--- src/rtl/csr_file_if.sv ---
// CSR file bus: decoder strobes, read data and PC redirect.
// master = control unit side, slave = csr_file.
interface csr_file_if;
    logic        csr_w;
    logic        csr_data_s;
    logic [11:0] csr_addr;
    logic [31:0] rs1_data;
    logic [4:0]  uimm;
    logic [31:0] pc;
    logic        retire;
    logic        ecall;
    logic        ebreak;
    logic        mret;
    logic [31:0] csr_rdata;
    logic        redirect;
    logic [31:0] redirect_pc;

    modport master (
        output csr_w, csr_data_s, csr_addr, rs1_data, uimm,
        output pc, retire, ecall, ebreak, mret,
        input  csr_rdata, redirect, redirect_pc
    );

    modport slave (
        input  csr_w, csr_data_s, csr_addr, rs1_data, uimm,
        input  pc, retire, ecall, ebreak, mret,
        output csr_rdata, redirect, redirect_pc
    );
endinterface

--- src/rtl/csr_file.sv ---
// Machine-mode CSR file: trap entry/mret, 64-bit cycle/instret counters.
// Ports: clk, rst_n (async active-low), bus (csr_file_if.slave).
module csr_file #(
    parameter logic [31:0] HART_ID   = 32'd0,
    parameter logic [31:0] MTVEC_RST = 32'h0000_0000
) (
    input  logic       clk,
    input  logic       rst_n,
    csr_file_if.slave  bus
);
    localparam logic [11:0] A_MSTATUS   = 12'h300;
    localparam logic [11:0] A_MISA      = 12'h301;
    localparam logic [11:0] A_MTVEC     = 12'h305;
    localparam logic [11:0] A_MSCRATCH  = 12'h340;
    localparam logic [11:0] A_MEPC      = 12'h341;
    localparam logic [11:0] A_MCAUSE    = 12'h342;
    localparam logic [11:0] A_MCYCLE    = 12'hB00;
    localparam logic [11:0] A_MINSTRET  = 12'hB02;
    localparam logic [11:0] A_MCYCLEH   = 12'hB80;
    localparam logic [11:0] A_MINSTRETH = 12'hB82;
    localparam logic [11:0] A_CYCLE     = 12'hC00;
    localparam logic [11:0] A_INSTRET   = 12'hC02;
    localparam logic [11:0] A_CYCLEH    = 12'hC80;
    localparam logic [11:0] A_INSTRETH  = 12'hC82;
    localparam logic [11:0] A_MHARTID   = 12'hF14;

    logic        mie;
    logic        mpie;
    logic [31:0] mtvec;
    logic [31:0] mscratch;
    logic [31:0] mepc;
    logic [31:0] mcause;
    logic [63:0] mcycle;
    logic [63:0] minstret;

    logic        trap;
    logic        wr_en;
    logic [31:0] wdata;
    logic [31:0] mstatus;
    logic        inst_inc;

    // ecall outranks ebreak outranks mret; any of them masks csr_w
    assign trap     = bus.ecall | bus.ebreak;
    assign wr_en    = bus.csr_w & ~(trap | bus.mret);
    assign wdata    = bus.csr_data_s ? {27'b0, bus.uimm} : bus.rs1_data;
    assign mstatus  = {19'b0, 2'b11, 3'b0, mpie, 3'b0, mie, 3'b0};
    assign inst_inc = bus.retire & ~trap;

    always_ff @(posedge clk or negedge rst_n) begin
        if (!rst_n) begin
            mie      <= 1'b0;
            mpie     <= 1'b0;
            mtvec    <= MTVEC_RST;
            mscratch <= 32'd0;
            mepc     <= 32'd0;
            mcause   <= 32'd0;
        end else if (trap) begin
            mepc   <= bus.pc & ~32'd3;
            mcause <= bus.ecall ? 32'd11 : 32'd3;
            mpie   <= mie;
            mie    <= 1'b0;
        end else if (bus.mret) begin
            mie  <= mpie;
            mpie <= 1'b1;
        end else if (wr_en) begin
            case (bus.csr_addr)
                A_MSTATUS: begin
                    mie  <= wdata[3];
                    mpie <= wdata[7];
                end
                A_MTVEC:    mtvec    <= wdata & ~32'd3;
                A_MSCRATCH: mscratch <= wdata;
                A_MEPC:     mepc     <= wdata & ~32'd3;
                A_MCAUSE:   mcause   <= wdata;
                default: ;
            endcase
        end
    end

    // a write to one half beats the increment; the other half holds
    always_ff @(posedge clk or negedge rst_n) begin
        if (!rst_n) begin
            mcycle <= 64'd0;
        end else if (wr_en && bus.csr_addr == A_MCYCLE) begin
            mcycle[31:0] <= wdata;
        end else if (wr_en && bus.csr_addr == A_MCYCLEH) begin
            mcycle[63:32] <= wdata;
        end else begin
            mcycle <= mcycle + 64'd1;
        end
    end

    always_ff @(posedge clk or negedge rst_n) begin
        if (!rst_n) begin
            minstret <= 64'd0;
        end else if (wr_en && bus.csr_addr == A_MINSTRET) begin
            minstret[31:0] <= wdata;
        end else if (wr_en && bus.csr_addr == A_MINSTRETH) begin
            minstret[63:32] <= wdata;
        end else if (inst_inc) begin
            minstret <= minstret + 64'd1;
        end
    end

    always_comb begin
        bus.csr_rdata = 32'd0;
        case (bus.csr_addr)
            A_MSTATUS:               bus.csr_rdata = mstatus;
            A_MISA:                  bus.csr_rdata = 32'h4000_0100;
            A_MTVEC:                 bus.csr_rdata = mtvec;
            A_MSCRATCH:              bus.csr_rdata = mscratch;
            A_MEPC:                  bus.csr_rdata = mepc;
            A_MCAUSE:                bus.csr_rdata = mcause;
            A_MCYCLE, A_CYCLE:       bus.csr_rdata = mcycle[31:0];
            A_MCYCLEH, A_CYCLEH:     bus.csr_rdata = mcycle[63:32];
            A_MINSTRET, A_INSTRET:   bus.csr_rdata = minstret[31:0];
            A_MINSTRETH, A_INSTRETH: bus.csr_rdata = minstret[63:32];
            A_MHARTID:               bus.csr_rdata = HART_ID;
            default:                 bus.csr_rdata = 32'd0;
        endcase
    end

    // held quiet during reset so no stray strobe redirects fetch
    always_comb begin
        bus.redirect    = 1'b0;
        bus.redirect_pc = 32'd0;
        if (rst_n) begin
            if (trap) begin
                bus.redirect    = 1'b1;
                bus.redirect_pc = mtvec;
            end else if (bus.mret) begin
                bus.redirect    = 1'b1;
                bus.redirect_pc = mepc;
            end
        end
    end
endmodule

--- src/flat_wrapper.sv ---
// flat-port wrapper written by rule: the top's interface ports become plain ports
module csr_file_flat 
#(
    parameter logic [31:0] HART_ID   = 32'd0,
    parameter logic [31:0] MTVEC_RST = 32'h0000_0000
)
  (clk, rst_n, bus_csr_w, bus_csr_data_s, bus_csr_addr, bus_rs1_data, bus_uimm, bus_pc, bus_retire, bus_ecall, bus_ebreak, bus_mret, bus_csr_rdata, bus_redirect, bus_redirect_pc);
  csr_file_if bus_i ();
  input  logic clk;
  input  logic rst_n;
  input wire logic [$bits(bus_i.csr_w)-1:0] bus_csr_w;
  input wire logic [$bits(bus_i.csr_data_s)-1:0] bus_csr_data_s;
  input wire logic [$bits(bus_i.csr_addr)-1:0] bus_csr_addr;
  input wire logic [$bits(bus_i.rs1_data)-1:0] bus_rs1_data;
  input wire logic [$bits(bus_i.uimm)-1:0] bus_uimm;
  input wire logic [$bits(bus_i.pc)-1:0] bus_pc;
  input wire logic [$bits(bus_i.retire)-1:0] bus_retire;
  input wire logic [$bits(bus_i.ecall)-1:0] bus_ecall;
  input wire logic [$bits(bus_i.ebreak)-1:0] bus_ebreak;
  input wire logic [$bits(bus_i.mret)-1:0] bus_mret;
  output wire logic [$bits(bus_i.csr_rdata)-1:0] bus_csr_rdata;
  output wire logic [$bits(bus_i.redirect)-1:0] bus_redirect;
  output wire logic [$bits(bus_i.redirect_pc)-1:0] bus_redirect_pc;
  assign bus_i.csr_w = bus_csr_w;
  assign bus_i.csr_data_s = bus_csr_data_s;
  assign bus_i.csr_addr = bus_csr_addr;
  assign bus_i.rs1_data = bus_rs1_data;
  assign bus_i.uimm = bus_uimm;
  assign bus_i.pc = bus_pc;
  assign bus_i.retire = bus_retire;
  assign bus_i.ecall = bus_ecall;
  assign bus_i.ebreak = bus_ebreak;
  assign bus_i.mret = bus_mret;
  assign bus_csr_rdata = bus_i.csr_rdata;
  assign bus_redirect = bus_i.redirect;
  assign bus_redirect_pc = bus_i.redirect_pc;
  csr_file #(.HART_ID(HART_ID), .MTVEC_RST(MTVEC_RST)) u_core (.clk(clk), .rst_n(rst_n), .bus(bus_i));
endmodule
--- config.mk ---
export PLATFORM = sky130hd
export DESIGN_NAME = csr_file_flat
export DESIGN_NICKNAME = d
export VERILOG_FILES = /design/src/rtl/csr_file_if.sv /design/src/rtl/csr_file.sv /design/src/flat_wrapper.sv
export SDC_FILE = /design/constraint.sdc
export NUM_CORES = 1
export LEC_CHECK = 0
export CAP_MARGIN = 40
export CORE_UTILIZATION = 40
export DETAILED_ROUTE_END_ITERATION = 7
export GPL_TIMING_DRIVEN = 0
export SLEW_MARGIN = 40
export SYNTH_ARGS = -nofsm -noshare
export SYNTH_HDL_FRONTEND = slang
export SYNTH_SLANG_ARGS = --single-unit
--- constraint.sdc ---
create_clock -name clk -period 10.8 [get_ports clk]
set_input_delay 3.24 -clock clk [delete_from_list [all_inputs] [get_ports clk]]
set_output_delay 3.24 -clock clk [all_outputs]
set_load 0.05 [all_outputs]
==> impl_metrics.csv, run 1 <==
group,metric,value,unit
route,drt_pass1_iterations,8,
worst_setup_path,slowest_stage,"clkdlybuf4s50_1",
clock_network,clk_path_buf_depth,3,
pwr,seq_power_share,0.421,
clock_network,clkSinkCount,254,
floorplanning,initial_core_util,0.405,
synthesis,synth_cell_types,81,
worst_setup_path,crit_buf_inv,4,
worst_setup_path,critPathKind,"input pin to output port",
clock_network,cts-resized-gates,0,
worst_setup_path,crit_fanout,10,
synthesis,synth_xor_area_frac,0.0168,
sta,rsz0062_at_grt,"no",
worst_setup_path,crit_end,"bus_csr_rdata[31]",
worst_setup_path,crit_chain,"clkdlybuf4s50_1 > nand4bb_1 > nor3_1 > and4_1 > clkbuf_1 > clkbuf_1 > a221oi_1 > nand2_1 > clkdlybuf4s50_1",
grt,grtUsageTotal,0.438,
sta,period_share,1.00,
worst_hold_path,min_from,"u_core.mscratch[4]",
pwr,switching_power,0.737,mW
clock_network,clkSlewWorstSetupHoldPaths,0.05,ns
synthesis,synth_ff_type,"dfrtp_1",
floorplanning,io_pins,154,
sta,fin_ws,-0.0275,ns
worst_setup_path,worstPathArrival,7.59,ns
worst_setup_path,timing.reg2reg.worst_path_depth,7,
worst_setup_path,r2r_end,"u_core.mcycle[57]",
synthesis,synth_compound_area_frac,0.241,
synthesis,ys_seq_elements,254,
sta,maxSlewViolCount,0,
final_layout,nets,2210,
synthesis,postSynthCellCount,1929,
clock_network,hold_buffers,0,
pwr,clock_power_share,0.474,
place,place_ws,0.0107,ns
floorplanning,die_h,200,µm
route,drc,0,
synthesis,yosysSeqAreaShare,0.406,
pwr,cell_internal_pwr,1.81,mW
synthesis,synthArstFlopShare,1.00,
synthesis,syn_area,15700,µm²
worst_setup_path,crit_required,7.56,ns
outcome,status,"finished with violations",
pwr,power_density,133,nW/µm²
grt,grt_use_met1,0.588,
worst_hold_path,hp-class,"flop to flop",
floorplanning,die_w,200,µm
sta,slew_headroom,0.372,
synthesis,synth_edf_count,0,
grt,grt_use_met3,0.103,
route,drt-wirelength-per-cell,32.7,µm
synthesis,yosys_warnings,0,
worst_setup_path,reg2reg_from,"u_core.mcycle[16]",
synthesis,yosys.area.top_type_share,0.406,
route,finalWirelength,87100,µm
synthesis,yosys.area.top_type,"dfrtp_1",
worst_setup_path,start_kind,"input pin",
floorplanning,core,38600,µm²
clock_network,cts_tree,"done",
place,gp_congestion,1.05,
pwr,cellLeakagePower,7.42,nW
grt,use_met2,0.635,
grt,grt_antenna_before_repair,6,
synthesis,syn_avg_cell_area,8.12,µm²
worst_setup_path,r2r_slack,7.37,ns
clock_network,cts_root_buf,"clkbuf_16",
synthesis,muxShareOfSynthArea,0.0205,
route,initialDrtViolationCount,2868,
grt,top_usage_layer,"met2",
synthesis,synthTopCellsByArea,"dfrtp_1, nand2_1, o21ai_0",
clock_network,h-tree-depth,2,
route,routed_via_density,6.75,
grt,grt_first_pass_wirelength,122000,µm
pwr,combPwrFrac,0.105,
synthesis,synth_top_family_by_area,"simple AND/OR/NAND/NOR gates",
grt,gr-total-overflow,0,
sta,worst_slew_pin_slew,0.942,ns
sta,fin_crit,10.83,ns
route,vias,17975,
floorplanning,die-area,40000,µm²
final_layout,final_common_cell,"nand2_1",
floorplanning,rows,72,
worst_setup_path,cpLargestDelayFamily,"buffers and inverters",
final_layout,final_cell_mix,"nand2_1, dfrtp_1, o21ai_0, a21oi_1, nor2_1",
worst_setup_path,critical-path-max-stage-delay,0.84,ns
place,io_buffers,144,
synthesis,yosys.area_share.simple,0.270,
route,detail-route-antenna-nets,0,
clock_network,cts_setup_buffers,0,
clock_network,worst_skew_pair.late_latency,0.57,ns
pwr,switching_share,0.289,
grt,grt_pass1_vias,16513,
worst_setup_path,startpoint,"bus_csr_addr[10]",
worst_setup_path,end_kind,"output port",
outcome,violations,"setup timing",
final_layout,fin_util,0.497,
pwr,ir_drop,0.0000749,V
final_layout,syn2layout_area_growth,22.6,%
grt,grt_max_degree,70,
sta,finalHoldViolCount,0,
run,drv_cap,0,
worst_setup_path,cp.depth,9,
place,hpwlAfterDp,67100,µm
synthesis,synthAdderAreaFrac,0.00160,
final_layout,drive_above_1_share,0.0663,
sta,setup_viol,2,
sta,clock_skew,0.0195,ns
sta,fmaxAchievable,92.4,MHz
clock_network,cts_buffers,34,
layout make-up:
cell class | count | area [µm²]
multi-input combinational | 1507 | 8760
sequential | 254 | 6360
inverter | 27 | 101
tap | 518 | 648
clock inverter | 10 | 125
buffer | 142 | 597
fill | 3815 | 19400
antenna | 3 | 7.51
clock buffer | 49 | 1030
timing repair buffer | 153 | 1580
synth_stat cells, types with 10 or more instances:
master	number
a222oi_1	29
nand2b_1	28
nand4_1	48
inv_1	27
xor2_1	19
o211ai_1	17
dfrtp_1	254
or3_1	11
xnor2_1	11
a21boi_0	30
a22oi_1	51
and3_1	24
o22ai_1	23
nand3_1	126
o21ai_0	183
clkbuf_1	123
nor4_1	30
o32a_1	10
nor3_1	36
or2_2	14
and4_1	13
nor2b_1	24
nor2_1	160
a21oi_1	162
mux2i_1	31
nand2_1	264
or4_1	17
a211oi_1	10
a221oi_1	14
worst min path at each step:
stage,to,cells after the start
2_1_floorplan,u_core.mscratch[0],2
3_3_place_gp,u_core.mscratch[9],2
3_5_place_dp,u_core.mscratch[4],2
4_1_cts,u_core.mscratch[4],2
5_1_grt,u_core.mscratch[5],2
6_report,u_core.mscratch[4],2
logic make-up (layout without fill, tap and decap cells):
logic type / count (synthesis) / after routing
multiplexers: 32 / 32
AO/OA/AOI/OAI: 597 / 597
adder cells (fa/ha/maj): 2 / 2
buffers and inverters: 169 / 381
other: 1 / 5
flip-flops: 254 / 254
AND/OR/NAND/NOR: 844 / 844
XOR/XNOR: 30 / 30
flip-flops by register name, summed over array words and instances (netlist names):
signal	cells
u_core.mcycle	64
u_core.mepc	30
u_core.mpie	1
u_core.minstret	64
u_core.mcause	32
u_core.mtvec	30
u_core.mie	1
u_core.mscratch	32
routing by layer:
metal | vias up | wire length, µm | part of all wire
met4 | 4 | 6410 | 0.074
met3 | 261 | 10000 | 0.11
met5 | - | 27 | 0.00031
met2 | 1324 | 36600 | 0.42
li1 | 7540 | - | -
met1 | 8846 | 34100 | 0.39
power by group through the flow:
stage               Sequential, mW  Combinational [mW]  Clock (mW)
CTS                           1.07               0.259        1.21
detailed placement            1.08               0.259           0
floorplan                     1.05               0.119           0
finish                        1.07               0.269        1.21
global route                  1.07               0.281        1.25
global placement              1.09               0.248           0
through the flow:
stage               power (mW)  hold WS [ns]  area, µm²  setup TNS, ns  instances
floorplan                 1.17         0.449      15700              0       1930
global placement          1.33         0.461      17800       -1619.47       2592
detailed placement        1.34         0.469      18000              0       2597
CTS                       2.54         0.481      19100              0       2656
global route              2.60         0.504      19200              0       2663
finish                    2.55         0.477      19200        -0.0347       2663
worst reg2reg max path, stage by stage (launching register included):
cell     delay, ns
dfrtp_1       0.64
nand3_2       0.26
or3_2         0.52
buf_4         0.20
nor4_1        0.71
nor4b_1       0.57
a21oi_1       0.14
a221o_1       0.28
(Power assumes the default switching activity.)
==> run 2, diff against run 1 <==
- CTS_CLUSTER_DIAMETER: default -> 80
- TNS_END_PERCENT: default -> 50
==> run 2 against run 1 <==
Net effect: setup slack improved by 0.039 ns; fmax increased by 0.37%; the run ends with DRC left; routed wire length grew 0.21%.
==> impl_metrics.csv, run 2 (synthesis results as in run 1) <==
group,metric,value,unit
outcome,status,"finished with violations",
outcome,violations,"DRC",
worst_setup_path,critical-path-max-stage-delay,0.82,ns
pwr,clock_power_share,0.484,
worst_setup_path,startpoint,"bus_csr_addr[8]",
grt,grt_first_pass_wirelength,122000,µm
worst_setup_path,crit_end,"bus_csr_rdata[30]",
worst_setup_path,critPathKind,"input pin to output port",
pwr,power_density,135,nW/µm²
floorplanning,die-area,40000,µm²
sta,rsz0062_at_grt,"no",
pwr,ir_drop,0.000117,V
place,io_buffers,144,
final_layout,drive_above_1_share,0.0676,
clock_network,cts-resized-gates,0,
worst_hold_path,hp-class,"flop to flop",
clock_network,cts_setup_buffers,0,
grt,gr-total-overflow,0,
clock_network,clkSlewWorstSetupHoldPaths,0.06,ns
route,detail-route-antenna-nets,0,
pwr,cell_internal_pwr,1.86,mW
run,drv_cap,0,
worst_setup_path,timing.reg2reg.worst_path_depth,7,
sta,worst_slew_pin_slew,0.926,ns
place,placed_cell_area,18000,µm²
worst_setup_path,start_kind,"input pin",
pwr,cellLeakagePower,7.45,nW
place,gp_congestion,1.05,
final_layout,reg_top3,"u_core.mcycle: 64 flops, u_core.minstret: 64 flops",
pwr,combPwrFrac,0.103,
pwr,power.total,2.60,mW
grt,grt_antenna_before_repair,6,
worst_setup_path,cp.depth,9,
sta,period_share,0.999,
clock_network,clk_path_buf_depth,3,
floorplanning,initial_core_util,0.405,
place,hpwlAfterDp,67100,µm
route,drt_pass1_iterations,8,
final_layout,stdcell_area,19300,µm²
final_layout,nets,2209,
worst_setup_path,crit_required,7.56,ns
clock_network,worst_skew_pair.late_latency,0.56,ns
worst_setup_path,cpLargestDelayFamily,"buffers and inverters",
floorplanning,io_pins,154,
sta,fmaxAchievable,92.7,MHz
floorplanning,die_h,200,µm
clock_network,hold_buffers,0,
clock_network,cts_tree,"done",
grt,grt_pass1_vias,16503,
worst_setup_path,r2r_end,"u_core.mcycle[57]",
worst_setup_path,end_kind,"output port",
final_layout,syn2layout_area_growth,23.0,%
sta,maxSlewViolCount,0,
floorplanning,rows,72,
route,finalWirelength,87300,µm
route,initialDrtViolationCount,3007,
floorplanning,die_w,200,µm
worst_setup_path,slowest_stage,"clkdlybuf4s50_1",
clock_network,cts_root_buf,"clkbuf_16",
clock_network,h-tree-depth,2,
sta,finalHoldViolCount,0,
sta,holdWs,0.479,ns
floorplanning,core,38600,µm²
final_layout,fin_cells,2664,
route,vias,18080,
grt,grt_max_degree,70,
final_layout,final_common_cell,"nand2_1",
pwr,switching_power,0.744,mW
clock_network,cts_buffers,34,
worst_setup_path,worstPathArrival,7.55,ns
final_layout,n_fill_cell,3823,
final_layout,final_cell_mix,"nand2_1, dfrtp_1, o21ai_0, a21oi_1, nor2_1",
worst_setup_path,r2r_slack,7.31,ns
pwr,seq_power_share,0.413,
route,drc,7,
place,dp.cells,2597,
grt,grtUsageTotal,0.438,
route,routed_via_density,6.79,
sta,fin_crit,10.79,ns
final_layout,fin_util,0.499,
clock_network,clkSinkCount,254,
sta,setup_viol,0,
sta,slew_headroom,0.382,
worst_setup_path,crit_buf_inv,4,
route,drt-wirelength-per-cell,32.8,µm
sta,clock_skew,0.0200,ns
worst_setup_path,crit_chain,"clkdlybuf4s50_1 > nand4bb_1 > nor3_1 > and4_1 > clkbuf_1 > clkbuf_1 > a221oi_1 > nand2_1 > clkdlybuf4s50_1",
pwr,switching_share,0.286,
worst_setup_path,crit_fanout,10,
worst_setup_path,reg2reg_from,"u_core.mcycle[16]",
[run 2: layout make-up]
class,instances,area [µm²],area share
Antenna cell,2,5.00,0.000260
Buffer,142,597,0.0310
Clock buffer,51,1060,0.0549
Clock inverter,11,163,0.00844
Inverter,27,101,0.00526
Multi-Input combinational cell,1507,8760,0.455
Sequential cell,254,6360,0.330
Tap cell,518,648,0.0336
Timing Repair Buffer,152,1580,0.0819
[run 2: how the worst min path moves through the flow]
stage	startpoint	endpoint	slack [ns]	depth (start not counted)
after floorplan	u_core.mscratch[0]	u_core.mscratch[0]	0.45	2
after global placement	u_core.mscratch[9]	u_core.mscratch[9]	0.46	2
after detailed placement	u_core.mscratch[4]	u_core.mscratch[4]	0.47	2
after CTS	u_core.mscratch[4]	u_core.mscratch[4]	0.48	2
after global routing	u_core.mscratch[5]	u_core.mscratch[5]	0.50	2
final	u_core.mscratch[4]	u_core.mscratch[4]	0.48	2
[run 2: power groups by stage]
stage / clock (mW) / sequential (mW) / combinational, mW
2_1_floorplan: 0 / 1.05 / 0.119
3_3_place_gp: 0 / 1.09 / 0.248
3_5_place_dp: 0 / 1.08 / 0.259
4_1_cts: 1.26 / 1.07 / 0.260
5_1_grt: 1.30 / 1.07 / 0.282
6_report: 1.26 / 1.07 / 0.269
[run 2: per-layer routing]
layer  part of all wire  up-vias  GRT usage
met2               0.42     1309      0.642
met3               0.11      273     0.0988
met4              0.073        4      0.274
met1               0.39     8952      0.584
met5            0.00031        -          0
li1                   -     7542          -
[run 2: worst min-delay path, stage by stage, from the launching register on]
cell	delay, ns
dfrtp_1	0.34
nand2_1	0.05
o21ai_0	0.06
[run 2: stage by stage]
| stage | setup TNS (ns) | setup slack [ns] |
|---|---|---|
| final | 0 | 0.0120 |
| after global placement | -1619.47 | -7.28 |
| after detailed placement | 0 | 0.0107 |
| after CTS | 0 | 0.00313 |
| after floorplan | 0 | 2.03 |
| after global routing | 0 | 0.00106 |
